## config.mk

```make
export PLATFORM = sky130hd
export DESIGN_NAME = arith_arbiter_flat
export DESIGN_NICKNAME = d
export VERILOG_FILES = /design/src/rtl/arith_arbiter_if.sv /design/src/rtl/arith_arbiter.sv /design/src/flat_wrapper.sv
export SDC_FILE = /design/constraint.sdc
export NUM_CORES = 1
export LEC_CHECK = 0
export BUFFER_PORTS_ARGS = -buffer_cell sky130_fd_sc_hd__buf_2
export CAP_MARGIN = 40
export CELL_PAD_IN_SITES_DETAIL_PLACEMENT = 1
export CELL_PAD_IN_SITES_GLOBAL_PLACEMENT = 2
export CORE_MARGIN = 5
export CORE_UTILIZATION = 37
export DETAILED_ROUTE_END_ITERATION = 8
export GPL_ROUTABILITY_DRIVEN = 0
export PLACE_DENSITY = 0.91
export RECOVER_POWER = 25
export SETUP_SLACK_MARGIN = 0.05
export SLEW_MARGIN = 40
export SYNTH_ARGS = -nofsm -noshare
export SYNTH_HDL_FRONTEND = slang
export SYNTH_SLANG_ARGS = --single-unit
```

## constraint.sdc

```tcl
create_clock -name clk -period 6.78 [get_ports clk]
set_input_delay 0.339 -clock clk [delete_from_list [all_inputs] [get_ports clk]]
set_output_delay 0.339 -clock clk [all_outputs]
set_load 0.02 [all_outputs]
```

## src/rtl/arith_arbiter_if.sv

```systemverilog
// Handshake bundle for arith_arbiter: two request ports, one response channel and busy.
// The arbiter connects through the slave modport and requesters through the master modport.
interface arith_arbiter_if #(
  parameter int WIDTH = 8
);
  logic               req0_valid;
  logic               req0_ready;
  logic               req0_op;
  logic [WIDTH-1:0]   req0_a;
  logic [WIDTH-1:0]   req0_b;

  logic               req1_valid;
  logic               req1_ready;
  logic               req1_op;
  logic [WIDTH-1:0]   req1_a;
  logic [WIDTH-1:0]   req1_b;

  logic               rsp_valid;
  logic               rsp_ready;
  logic               rsp_id;
  logic               rsp_op;
  logic [2*WIDTH-1:0] rsp_result;
  logic               busy;

  modport master (
    output req0_valid, req0_op, req0_a, req0_b,
    output req1_valid, req1_op, req1_a, req1_b,
    output rsp_ready,
    input  req0_ready, req1_ready,
    input  rsp_valid, rsp_id, rsp_op, rsp_result, busy
  );

  modport slave (
    input  req0_valid, req0_op, req0_a, req0_b,
    input  req1_valid, req1_op, req1_a, req1_b,
    input  rsp_ready,
    output req0_ready, req1_ready,
    output rsp_valid, rsp_id, rsp_op, rsp_result, busy
  );
endinterface

```

## src/rtl/arith_arbiter.sv

```systemverilog
// Shared add/multiply unit for two requesters with round-robin arbitration.
// Add finishes in one cycle; multiply is a WIDTH-cycle shift-add loop.
module arith_arbiter #(
  parameter int WIDTH = 8
) (
  input  logic clk,
  input  logic rst_n,
  arith_arbiter_if.slave bus
);

  localparam int CW = $clog2(WIDTH + 1);

  localparam logic [1:0] S_IDLE = 2'd0;
  localparam logic [1:0] S_MUL  = 2'd1;
  localparam logic [1:0] S_RESP = 2'd2;

  logic [1:0]         state;
  logic               last_grant;
  logic               grant;
  logic               accept;
  logic               sel_op;
  logic [WIDTH-1:0]   sel_a;
  logic [WIDTH-1:0]   sel_b;

  logic [2*WIDTH-1:0] acc;
  logic [2*WIDTH-1:0] acc_next;
  logic [2*WIDTH-1:0] mcand;
  logic [WIDTH-1:0]   mplier;
  logic [CW-1:0]      count;

  logic               rsp_id_q;
  logic               rsp_op_q;
  logic [2*WIDTH-1:0] rsp_result_q;

  // Under contention the requester that did not win last time gets the grant.
  always_comb begin
    // NOTE: default assignment first so every path drives grant and no latch is inferred.
    grant = bus.req1_valid;
    if (bus.req0_valid && bus.req1_valid) grant = ~last_grant;
  end

  assign accept         = (state == S_IDLE) && (bus.req0_valid || bus.req1_valid);
  assign bus.req0_ready = accept && !grant;
  assign bus.req1_ready = accept && grant;

  assign sel_op = grant ? bus.req1_op : bus.req0_op;
  assign sel_a  = grant ? bus.req1_a  : bus.req0_a;
  assign sel_b  = grant ? bus.req1_b  : bus.req0_b;

  assign acc_next = mplier[0] ? acc + mcand : acc;

  always_ff @(posedge clk or negedge rst_n) begin
    if (!rst_n) begin
      state        <= S_IDLE;
      last_grant   <= 1'b1;
      acc          <= '0;
      mcand        <= '0;
      mplier       <= '0;
      count        <= '0;
      rsp_id_q     <= 1'b0;
      rsp_op_q     <= 1'b0;
      rsp_result_q <= '0;
    end else begin
      // NOTE: non-blocking assignments so every register sees the pre-edge values.
      case (state)
        S_IDLE: begin
          if (accept) begin
            last_grant <= grant;
            rsp_id_q   <= grant;
            rsp_op_q   <= sel_op;
            if (sel_op) begin
              acc    <= '0;
              mcand  <= {{WIDTH{1'b0}}, sel_a};
              mplier <= sel_b;
              count  <= '0;
              state  <= S_MUL;
            end else begin
              rsp_result_q <= {{WIDTH{1'b0}}, sel_a} + {{WIDTH{1'b0}}, sel_b};
              state        <= S_RESP;
            end
          end
        end
        S_MUL: begin
          acc    <= acc_next;
          mcand  <= mcand << 1;
          mplier <= mplier >> 1;
          count  <= count + CW'(1);
          // Always runs the full WIDTH iterations, even for zero operands.
          if (count == CW'(WIDTH - 1)) begin
            rsp_result_q <= acc_next;
            state        <= S_RESP;
          end
        end
        S_RESP: begin
          if (bus.rsp_ready) state <= S_IDLE;
        end
        default: state <= S_IDLE;
      endcase
    end
  end

  assign bus.rsp_valid  = (state == S_RESP);
  assign bus.busy       = (state != S_IDLE);
  assign bus.rsp_id     = rsp_id_q;
  assign bus.rsp_op     = rsp_op_q;
  assign bus.rsp_result = rsp_result_q;

endmodule
```

## src/flat_wrapper.sv

```systemverilog
// flat-port wrapper written by rule: the top's interface ports become plain ports
module arith_arbiter_flat 
#(
  parameter int WIDTH = 8
)
  (clk, rst_n, bus_req0_valid, bus_req0_op, bus_req0_a, bus_req0_b, bus_req1_valid, bus_req1_op, bus_req1_a, bus_req1_b, bus_rsp_ready, bus_req0_ready, bus_req1_ready, bus_rsp_valid, bus_rsp_id, bus_rsp_op, bus_rsp_result, bus_busy);
  arith_arbiter_if #(.WIDTH(WIDTH)) bus_i ();
  input  logic clk;
  input  logic rst_n;
  input wire logic [$bits(bus_i.req0_valid)-1:0] bus_req0_valid;
  input wire logic [$bits(bus_i.req0_op)-1:0] bus_req0_op;
  input wire logic [$bits(bus_i.req0_a)-1:0] bus_req0_a;
  input wire logic [$bits(bus_i.req0_b)-1:0] bus_req0_b;
  input wire logic [$bits(bus_i.req1_valid)-1:0] bus_req1_valid;
  input wire logic [$bits(bus_i.req1_op)-1:0] bus_req1_op;
  input wire logic [$bits(bus_i.req1_a)-1:0] bus_req1_a;
  input wire logic [$bits(bus_i.req1_b)-1:0] bus_req1_b;
  input wire logic [$bits(bus_i.rsp_ready)-1:0] bus_rsp_ready;
  output wire logic [$bits(bus_i.req0_ready)-1:0] bus_req0_ready;
  output wire logic [$bits(bus_i.req1_ready)-1:0] bus_req1_ready;
  output wire logic [$bits(bus_i.rsp_valid)-1:0] bus_rsp_valid;
  output wire logic [$bits(bus_i.rsp_id)-1:0] bus_rsp_id;
  output wire logic [$bits(bus_i.rsp_op)-1:0] bus_rsp_op;
  output wire logic [$bits(bus_i.rsp_result)-1:0] bus_rsp_result;
  output wire logic [$bits(bus_i.busy)-1:0] bus_busy;
  assign bus_i.req0_valid = bus_req0_valid;
  assign bus_i.req0_op = bus_req0_op;
  assign bus_i.req0_a = bus_req0_a;
  assign bus_i.req0_b = bus_req0_b;
  assign bus_i.req1_valid = bus_req1_valid;
  assign bus_i.req1_op = bus_req1_op;
  assign bus_i.req1_a = bus_req1_a;
  assign bus_i.req1_b = bus_req1_b;
  assign bus_i.rsp_ready = bus_rsp_ready;
  assign bus_req0_ready = bus_i.req0_ready;
  assign bus_req1_ready = bus_i.req1_ready;
  assign bus_rsp_valid = bus_i.rsp_valid;
  assign bus_rsp_id = bus_i.rsp_id;
  assign bus_rsp_op = bus_i.rsp_op;
  assign bus_rsp_result = bus_i.rsp_result;
  assign bus_busy = bus_i.busy;
  arith_arbiter #(.WIDTH(WIDTH)) u_core (.clk(clk), .rst_n(rst_n), .bus(bus_i));
endmodule
```

---- Word level (Yosys, flattened, before mapping) ----
Index checks and enable logic that the tools add are counted.
cells by class
  multiplexer cells ....................... 26
  eq/ne operators ......................... 8
  bitwise logic cells ..................... 1
  add/subtract/negate cells ............... 3
  reductions and logical operators ........ 13
operators with widths
  operator               count
  $mux W16               8
  $pmux W16 S2           3
  $mux W8                4
  $add A16 B16 Y16       1
  $pmux W8 S2            1
  $add A8 B8 Y9          1
  $mux W2                4
  $mux W4                2
  $pmux W4 S2            1
  $ne A2 B1 Y1 const B   3
  $pmux W2 S3            1
  $reduce_and A3 Y1      2
  $add A4 B1 Y4 const B  1
  $eq A4 B3 Y1 const B   1
  $logic_and A1 B1 Y1    4
  $ne A2 B2 Y1 const B   2
  $reduce_and A4 Y1      1
  $reduce_bool A2 Y1     2
  $eq A2 B1 Y1 const B   1
  $eq A2 B2 Y1 const B   1
  $logic_not A2 Y1       1
  $mux W1                2
  $reduce_and A2 Y1      1
  $logic_not A1 Y1       1
  other kinds (2)        2
word-level totals
  bits in registers ....................... 65
  output and inout bits ................... 22
  bits of input ports ..................... 39
  logic and storage cells ................. 60

---- Depth between registers and ports, before layout ----
Gate-level depths: netlist (run 1).
  depth in word-level cells ............... 7
  gate-level depth with buffers ........... 15
  depth with buffers taken out ............ 13

---- Worst setup path before layout (run 1) ----
Ideal clock, no wire load.
  kind .................................... reg2reg
  start point ............................. register u_core.last_grant
  end point ............................... register u_core.rsp_result_q[7], in the netlist u_core.bus.rsp_result[7]
  arrival ................................. 2870 ps
  path slack .............................. 3814 ps
  cell stages (with the launch flop) ...... 13
  library setup time ...................... 95 ps
  buffers on the path ..................... 1
  clock period less this slack ............ 2966 ps
  required time ........................... 6685 ps
  cells stage by stage .................... dfstp_2 > a21bo_2 > clkbuf_1 > mux2i_1 > inv_1 > ha_1 > a21o_1 > a21oi_1 > nand3_1 > a22oi_1 > o21ai_0 > xnor2_1 > o31ai_1
on the way
  cells in the longest elaborated chain, start to end .. 7
  elaborated cells on any way between the ends .. 11
  classes of those cells .................. 1 x add/sub; 1 x eq/ne; 7 x mux; 1 x bitwise; 1 x reduce/logical
ends and longest elaborated chain
  what                               RTL line                                  RTL
  start, declared                    arith_arbiter.sv:18                       logic last_grant;
  start signal, assigned             arith_arbiter.sv:68                       last_grant <= grant;
  $not A1 Y1 (*)                     arith_arbiter.sv:39                       if (bus.req0_valid && bus.req1_valid) grant = ~last_grant;
  $mux W1 (*)                        arith_arbiter.sv:39
  $mux W8, on equally long branches  arith_arbiter.sv:47, arith_arbiter.sv:48
  $add A8 B8 Y9                      arith_arbiter.sv:78                       rsp_result_q <= {{WIDTH{1'b0}}, sel_a} + {{WIDTH{1'b0}}, sel_b};
  $mux W16                           arith_arbiter.sv:71                       if (sel_op) begin
  $mux W16                           arith_arbiter.sv:67                       if (accept) begin
  $pmux W16 S2                       arith_arbiter.sv:65                       case (state)
  end signal, assigned               arith_arbiter.sv:78
  end signal, assigned               arith_arbiter.sv:90                       rsp_result_q <= acc_next;
  end, declared                      arith_arbiter.sv:33                       logic [2*WIDTH-1:0] rsp_result_q;
Every way passes the cells marked *; elsewhere a longest branch is shown, timed or not. The select of a mux whose other input is x is not followed.
A chain may end at the register's enable or synchronous reset.

==> impl.org, run 1 <==
** Power
- VDD sags by at most 0.180 mV.
- In this run switching power makes up between 40 and 50% of total power.
- For this design the total switching power over the nets is between 1 and 1.5 mW.
- Post-layout total power :: 2.27 mW
- Internal power comes to roughly 1.3 mW.
- Clock network fraction of design power :: ~20%
- Power density cells :: 462 nW/um2
- Of the total power, combinational logic draws 48.8%.
- Leakage power :: ~2.4 nW
- In this run, flip-flops and latches consume 30.8% of the power.

** STA
- Clock skew :: 0.00593 ns
- Setup repair after global routing left no endpoint under its margin.
- The worst pin sits at a relative slew slack of -140%.
- Final setup violation count :: 0
- For this run, the top clock speed supported by timing is ~300 MHz.
- For the finished layout, the period the worst path requires is around 3.4 ns.
- Setup total negative slack on the finished layout was measured at 0 ns.
- In the finished design, the share of the clock period the worst path needs comes to 49.7%.
- On the final layout, the worst hold slack is roughly 0.18 ns.
- Slew at the pin with the worst max-slew slack :: 3.60 ns
- The total count of max-transition violations in the final report came to 66.
- Hold Fails Final Rpt :: 0

** Detailed routing
- Dividing the detail-routed via count by the number of cells gives around 5.5.
- Detailed routing inserted a total of about 3,800 vias.
- WL/cell :: 17.7 um
- Before antenna repair, the detailed router went through 4 iterations.
- Number of nets with antenna violations after detailed routing :: 0
- Wires add up to 12.2 mm.
- DRC violation count after routing :: 0
- The first routing iteration left 150 violations.

** Synth
- For this run, asynchronously set or reset flops after synthesis account for 100%.
- Synth warnings :: 0
- Yosys mapped a number of flops with a built-in enable equal to 0.
- Average instance area after synthesis :: 8.55 um2
- In this run, synthesis produced a sequential element count of 65.
- Counting instances in the post-synthesis netlist gives the leading cell types as 77 x nand2_1, 64 x dfrtp_1, 60 x o21ai_0.
- Ranked by total cell area, the synthesized netlist is headed by dfrtp_1 38%, o21ai_0 7.1%, nand2_1 6.9%.
- Dominant cell type by area after synthesis :: dfrtp_1
- Most frequent cell after synthesis :: nand2_1
- Distinct cell type count after synthesis :: 56
- The share of the Yosys chip area taken by registers is 38.7%.
- Synthesis produced a netlist whose cell count is 492.
- Most instantiated flip-flop cell in the synthesis netlist :: dfrtp_1
- The top cell type by area accounts for roughly two fifths of the synthesized area.
- The mapped netlist covers 4210 um2.
- Counting every net in the synthesized netlist gives 554.

** Layout
- Fill cells in the final layout number 1,342.
- The finished cells cover between 4000 and 5000 um2.
- The area growth from synthesis to layout is 16.8%.
- Once layout is complete, the cells apart from fillers number 691.
- Area occupied by multi-input gates :: 2420 um2
- Post-layout nets :: 605
- Layout cells sized above 1 :: 16.4%
- Number of diodes added for antenna fixing :: 0
- In the final layout, flip-flops and latches occupy 1630 um2.

** Setup path
- Counting both buffers and inverters, the worst setup path holds a total of 2.
- Data required time of the worst path :: 6.40 ns
- At the worst endpoint, the arrival time is between 2 and 3 ns.
- Grouping stages by cell kind, the critical path spends the most delay in buffers and inverters.
- Cell with the largest stage delay on the worst path :: clkbuf_1
- Of all nets on the critical path, the largest fanout is 65.
- The worst setup path is launched from a primary input.
- Crit-path max cell delay :: 2.52 ns
- The signal on the critical path passes through buf_2, clkbuf_1.
- Worst setup path category :: in2async
- Critical Path End Type :: asynchronous set/reset pin

** Global route
- After global routing the overflow that remains totals 0.
- The number of antenna violations at the first check in global routing is 0.
- The number of global-route vias before repair came to slightly below 4,000.
- First-pass GRT wire length :: 20.4 mm
- Maximum number of pins on one net before global-route repair :: between 60 and 70
- Tot GR Track Use :: 19.3%

** Clock tree
- Clock latency on the worst-skew pair, taken at its later pin, is 0.34 ns.
- Clock buffer depth :: 2
- Clock-pin slew was measured on the worst setup and hold paths at 0.06 ns.
- TritonCTS built the clock tree.
- Hold repair after CTS inserted 0 buffers.
- Clock buffer count from CTS :: 9
- Buffers added to address setup during post-CTS repair amount to 0.
- The tree is rooted in a clkbuf_16.
- Number of cells upsized or downsized after cts :: 0
- Count of H-tree levels built during CTS :: 3
- Number of clock sinks :: 65

** Floorplan
- Die ar. :: 13,600 um2
- Std cell rows :: 39
- Vertical die dimension :: 117 um
- Initial core utilization :: 37.3%
- Core box area :: around 11,000 um2
- Boundary pin count :: 61
- In this run the horizontal extent of the chip is 117 um.

** Placed design
- Cell area after placement :: between 4000 and 5000 um2
- Including well taps, the total number of placed cells is 675.
- Detailed placement ended at an HPWL of 8.89 mm.
- Number of input and output port buffers inserted :: 60

** Outcome
- Failing checks :: max-capacitance violations, max-slew violations
- Result of the run :: complete, but fails checks

** Hold path
- Path category of the worst min-delay check :: in2reg

** Job
- Max-cap violations :: 1
==> final cells by class <==
cell class | count | share of cell area [%]
Timing Repair Buffer | 64 | 6.65
Sequential cell | 65 | 33.1
Multi-Input combinational cell | 385 | 49.3
Tap cell | 143 | 3.64
Inverter | 18 | 1.38
Clock inverter | 3 | 0.815
Clock buffer | 13 | 5.09
==> kinds of logic (layout without fill, tap and decap cells) <==
family | after synthesis | after routing | share of synthesized area (%)
muxes | 21 | 21 | 5.12
and+or+nand+nor | 156 | 156 | 16.0
DFF | 65 | 65 | 38.7
adders and majority gates | 23 | 23 | 7.20
buffers and inverters | 42 | 98 | 4.16
AOI/OAI and AO/OA | 168 | 168 | 25.3
xor gates and xnor gates | 17 | 17 | 3.54
==> cell usage in the layout, fill, tap and decap left out, drive strengths merged, types with 5 or more instances in the layout <==
master / instances
a211oi: 7
a21o: 15
a21oi: 38
a22o: 10
a31oi: 6
buf: 63
clkbuf: 14
dfrtp: 64
ha: 21
inv: 18
mux2i: 20
nand2: 77
nand2b: 5
nand3: 13
nor2: 38
nor2b: 5
o21ai: 63
o31ai: 5
xnor2: 10
xor2: 7
==> layer usage <==
layer,track usage (%),vias to the layer above,routed length (um)
met5,0,-,0
met4,5.89,0,186
met3,3.89,12,490
met2,32.2,70,5920
met1,25.2,1884,5600
li1,-,1851,-
==> flip-flops by register name, summed over array words and instances, names as in the netlist <==
name                   cells
u_core.acc                16
u_core.last_grant          1
u_core.bus.rsp_id          1
u_core.mplier              8
u_core.bus.rsp_op          1
u_core.mcand              16
u_core.count               4
u_core.bus.rsp_result     16
u_core.state               2
==> path summary, 6_finish.rpt <==
kind	cells after the start	start	slack, ns	endpoint
worst max-delay path	2	rst_n	3.41	u_core.mcand[10]
worst min-delay path	2	bus_rsp_ready	0.18	u_core.state[1]
worst max register to register	11	u_core.last_grant	3.52	u_core.bus.rsp_result[7]
worst min register to register	1	u_core.bus.rsp_id	0.48	u_core.bus.rsp_id
max in group clk	11	u_core.last_grant	3.52	u_core.bus.rsp_result[7]
min in group asynchronous	2	rst_n	1.33	u_core.count[1]
==> metrics by stage <==
stage                     setup slack, ns  util (%)
after global routing                 2.60      43.6
after detailed placement             3.45      41.1
final                                3.41      43.6
after CTS                            3.48      43.7
after global placement               3.28      40.9
after floorplan                      3.81         -
==> power groups by stage <==
stage / Sequential (mW) / Clock (mW) / Combinational, mW
finish: 0.699 / 0.463 / 1.11
floorplan: 0.697 / 0 / 0.779
global placement: 0.693 / 0 / 1.07
CTS: 0.702 / 0.470 / 1.13
global route: 0.723 / 0.490 / 1.25
detailed placement: 0.706 / 0 / 1.12
Note: power is estimated with default switching activity, not from simulation.
==> run 2: changes to the inputs <==
Settings changed: ABC_AREA from default to 1, CORE_UTILIZATION 37 to 33, PLACE_DENSITY 0.91 to 0.86.
Clock period 6.78 ns to 3.4 ns, I/O delays scaled along.
==> run 2 against run 1 <==
  * Final area is 4.3% higher
  * Register-to-register slack got worse by 2.8 ns
  * Worst hold slack worse by 0.16 ns
  * First-iteration DRC count increased by 13%
  * Largest cell class unchanged
  * Critical path type is now reg2reg
  * Worst setup slack worse by 2.7 ns
  * The run now ends clean
==> impl.org, run 2 <==
** Layout
- The library cell used most frequently in the layout, excluding fill and tap cells, is nand2_1.
- Compared with the post-synthesis result, the final layout area differs by 18.5%.
- Layout cells sized above 1 :: 20.1%
- Number of filler cells placed in the layout :: 1,640
- The repair_antennas step left the layout with diodes totalling 0.
- Highest-count cells in the layout ignoring fill and taps :: 149 x nand2_1, 64 x dfrtp_1, 59 x buf_2
- Across the whole layout, storage elements account for 1630 um2.
- In the final layout, the multi-input gates occupy about 2300 um2.
- The net count of the finished layout is around 700.

** Synth
- The cell area that synthesis handed to floorplanning was around 4300 um2.
- Area share of the largest cell type after synthesis :: 37.1%
- Most frequent cell after synthesis :: nand2_1
- Number of flip-flops and latches in the synthesized netlist :: 65
- A synthesized cell averages approximately 7.5 um2.
- Cell types with the highest counts after synthesis :: 149 x nand2_1, 64 x dfrtp_1, 58 x inv_1
- In the synthesized netlist the dominant register cell turns out to be dfrtp_1.
- The number of nets in the synthesized netlist is approximately 640.
- Synth warnings :: 0
- In this run, distinct cell masters in the synthesized netlist total 41.
- Top cells by area in the synthesized netlist :: dfrtp_1 37%, nand2_1 13%, ha_1 6.1%
- Counting every instance in the synthesized netlist gives 576.
- Sequential cell area fraction in the yosys report :: 37.7%
- Of all flip-flops after synthesis, the portion carrying an async set or reset was 100%.
- The synthesized design spends more area on one cell type than any other, namely dfrtp_1.
- Counting flops with a built-in enable in the synthesized netlist gives 0.

** Detailed routing
- WL/cell :: 16.4 um
- After the first detailed-routing iteration, the DRC count stood at 169.
- DRC violation count after routing :: 0
- Number of nets with antenna violations after detailed routing :: 0
- Sum of routed wire length over all layers :: roughly 13 mm
- Pre-Repair DR Iteration Count :: 4
- In the routed layout, each cell is associated on average with a via count of 5.06.
- The detailed router placed 4,112 vias in this run.

** Power
- The analysis attributes to cell leakage a power of 2.63 nW.
- The internal portion of the total power is 2.55 mW.
- Worst supply voltage drop on vdd :: between 0.3 and 0.4 mV
- Of the total power, the share spent switching nets is between 40% and 50%.
- Registers are responsible for 27.9% of the overall power.
- Of the total power, the clock network draws 22.1%.
- Dividing total power by cell area gives a power density of 920 nW/um2.
- Logic gate share of total power :: 50.0%
- In this run the power spent charging and discharging nets is ~2.2 mW.

** Clock tree
- Number of clock sinks :: 65
- Clock buffer depth :: 2
- For the worst-skew pair, the clock arrives at the later sink with an insertion delay of ~0.33 ns.
- CTS built an H-tree with a depth of 3.
- Post-CTS repair changed the size of 0 cells.
- Clock buffer count from CTS :: 9
- Clock slew at the register clock pins of the worst setup and hold paths :: approximately 0.05 ns
- TritonCTS built the clock tree.
- In this run the clock root is driven by a clkbuf_16.

** Setup path
- The signal on the critical path passes through nand2_2, nand2_2, buf_4, o21ai_0, inv_1, ha_1, a21oi_1, o21bai_1, nand3_2, nand2_2, nand2_1, nand2_1, nand3_1, a31oi_1.
- Counting both buffers and inverters, the worst setup path holds a total of 2.
- Arrival time of data at the critical path endpoint :: 2.96 ns
- Worst path most repeated cell :: nand2_2
- Cell with the largest stage delay on the worst path :: o21ai_0
- Peak fanout along the critical path :: 23
- The worst setup path is of the reg2reg kind.
- The worst setup path is launched from a flip-flop.
- STA puts the critical path data required time at 3.65 ns.
- STA classifies the critical path endpoint as a flip-flop.
- Crit-path max cell delay :: about 0.45 ns
- Kind of cell adding the most delay to the critical path :: compound AO/OA/AOI/OAI gates

** Placed design
- Half-perimeter wire length of the detailed placement result :: 10.2 mm
- Prior to clock tree synthesis, the placed netlist has a worst setup slack of 0.665 ns.
- Number of input and output port buffers inserted :: 60

** STA
- In the post-route analysis, the smallest setup slack over all paths is 0.686 ns.
- Clock skew :: 0.00524 ns
- After routing, the total negative slack on setup checks comes to 0 ns.
- The total count of max-transition violations in the final report is 0.
- Relative slew slack :: 59.7%
- Slew at the pin with the worst max-slew slack :: 0.604 ns
- The worst path uses between 70% and 80% of the clock period.
- The number of hold violations in the final report came to 0.
- Setup violations remaining at the end of the flow were counted as 0.
- Highest attainable clock frequency :: 368 MHz
- Setup repair after global routing left no endpoint under its margin.
- Subtracting the final worst setup slack from the clock period gives approximately 2.7 ns.

** Floorplan
- Initial core utilization :: 34.0%
- Std cell rows :: about 40
- Vertical die dimension :: 124 um
- The floorplan step defined a die boundary enclosing 15,500 um2.
- Die boundary width :: approximately 120 um
- Core box area :: ~13,000 um2
- 61 I/O pins were placed.

** Hold path
- The min-delay analysis places its worst path in the category in2reg.

** Global route
- First-pass GRT wire length :: 22.5 mm
- Tot GR Track Use :: about 18%
- The number of global-route vias before repair was 4,395.
- Total grt overflow :: 0
- Antenna violations before repair :: 0
- Entering global routing, the biggest net connects 44 pins.

** Job
- Max-cap violations :: 0

** Outcome
- The run finished with clean final reports.
[run 2: routing by layer]
layer / global-route usage [%] / up-vias / wire, um
met5: 0 / - / 0
li1: - / 2029 / -
met1: 24.8 / 2000 / 6540
met4: 4.45 / 0 / 136
met3: 2.53 / 11 / 513
met2: 28.7 / 72 / 6170
[run 2: timing repair]
item | CTS | global route
endpoints found under the setup margin | 0 | 0
hold buffers | 1 | 0
buffers inserted | 0 | 0
endpoints found under the hold margin | 40 | 0
[run 2: worst paths after layout]
path / start / endpoint / slack [ns] / depth (start not counted)
max in group asynchronous: rst_n / u_core.bus.rsp_result[11] / 2.34 / 3
min in group asynchronous: rst_n / u_core.bus.rsp_id / 0.42 / 2
min: bus_rsp_ready / u_core.state[1] / 0.02 / 2
max: u_core.last_grant / u_core.bus.rsp_result[5] / 0.69 / 14
max reg2reg: u_core.last_grant / u_core.bus.rsp_result[5] / 0.69 / 14
min reg2reg: u_core.bus.rsp_result[10] / u_core.bus.rsp_result[10] / 0.48 / 2
[run 2: final cells by class]
class,count,area share [%]
multi-input combinational,426,45.4
sequential,65,31.8
timing repair buffer,70,7.43
clock buffer,13,5.28
inverter,65,4.76
tap,172,4.20
clock inverter,2,1.17
[run 2: power groups by stage]
stage          sequential, mW  clock (mW)  combinational, mW
5_1_grt                  1.35        1.09               2.65
3_5_place_dp             1.33           0               2.36
3_3_place_gp             1.31           0               2.28
2_1_floorplan            1.38           0               1.59
4_1_cts                  1.32        1.05               2.38
6_report                 1.32        1.04               2.36
[run 2: metrics by stage]
stage / power (mW) / util, % / hold WS (ns) / area (um2) / std cells
after detailed placement: 3.69 / 37.6 / 0.212 / 4780 / 797
final: 4.71 / 40.3 / 0.0210 / 5120 / 813
after CTS: 4.76 / 40.3 / 0.0142 / 5120 / 813
after floorplan: 2.96 / - / -0.126 / 4320 / 576
after global placement: 3.58 / 37.6 / 0.342 / 4780 / 797
after global routing: 5.09 / 40.3 / 0.0200 / 5120 / 813
[run 2: kinds of logic (layout without fill, tap and decap cells)]
kind of cell	count (synthesis)	count (layout)	share of synthesized area, %
flip-flops	65	65	37.7
adder cells (fa/ha/maj)	23	23	7.01
AO/OA/AOI/OAI	127	127	17.0
buffers and inverters	85	150	8.54
AND/OR/NAND/NOR	271	271	28.7
XOR/XNOR	5	5	1.01
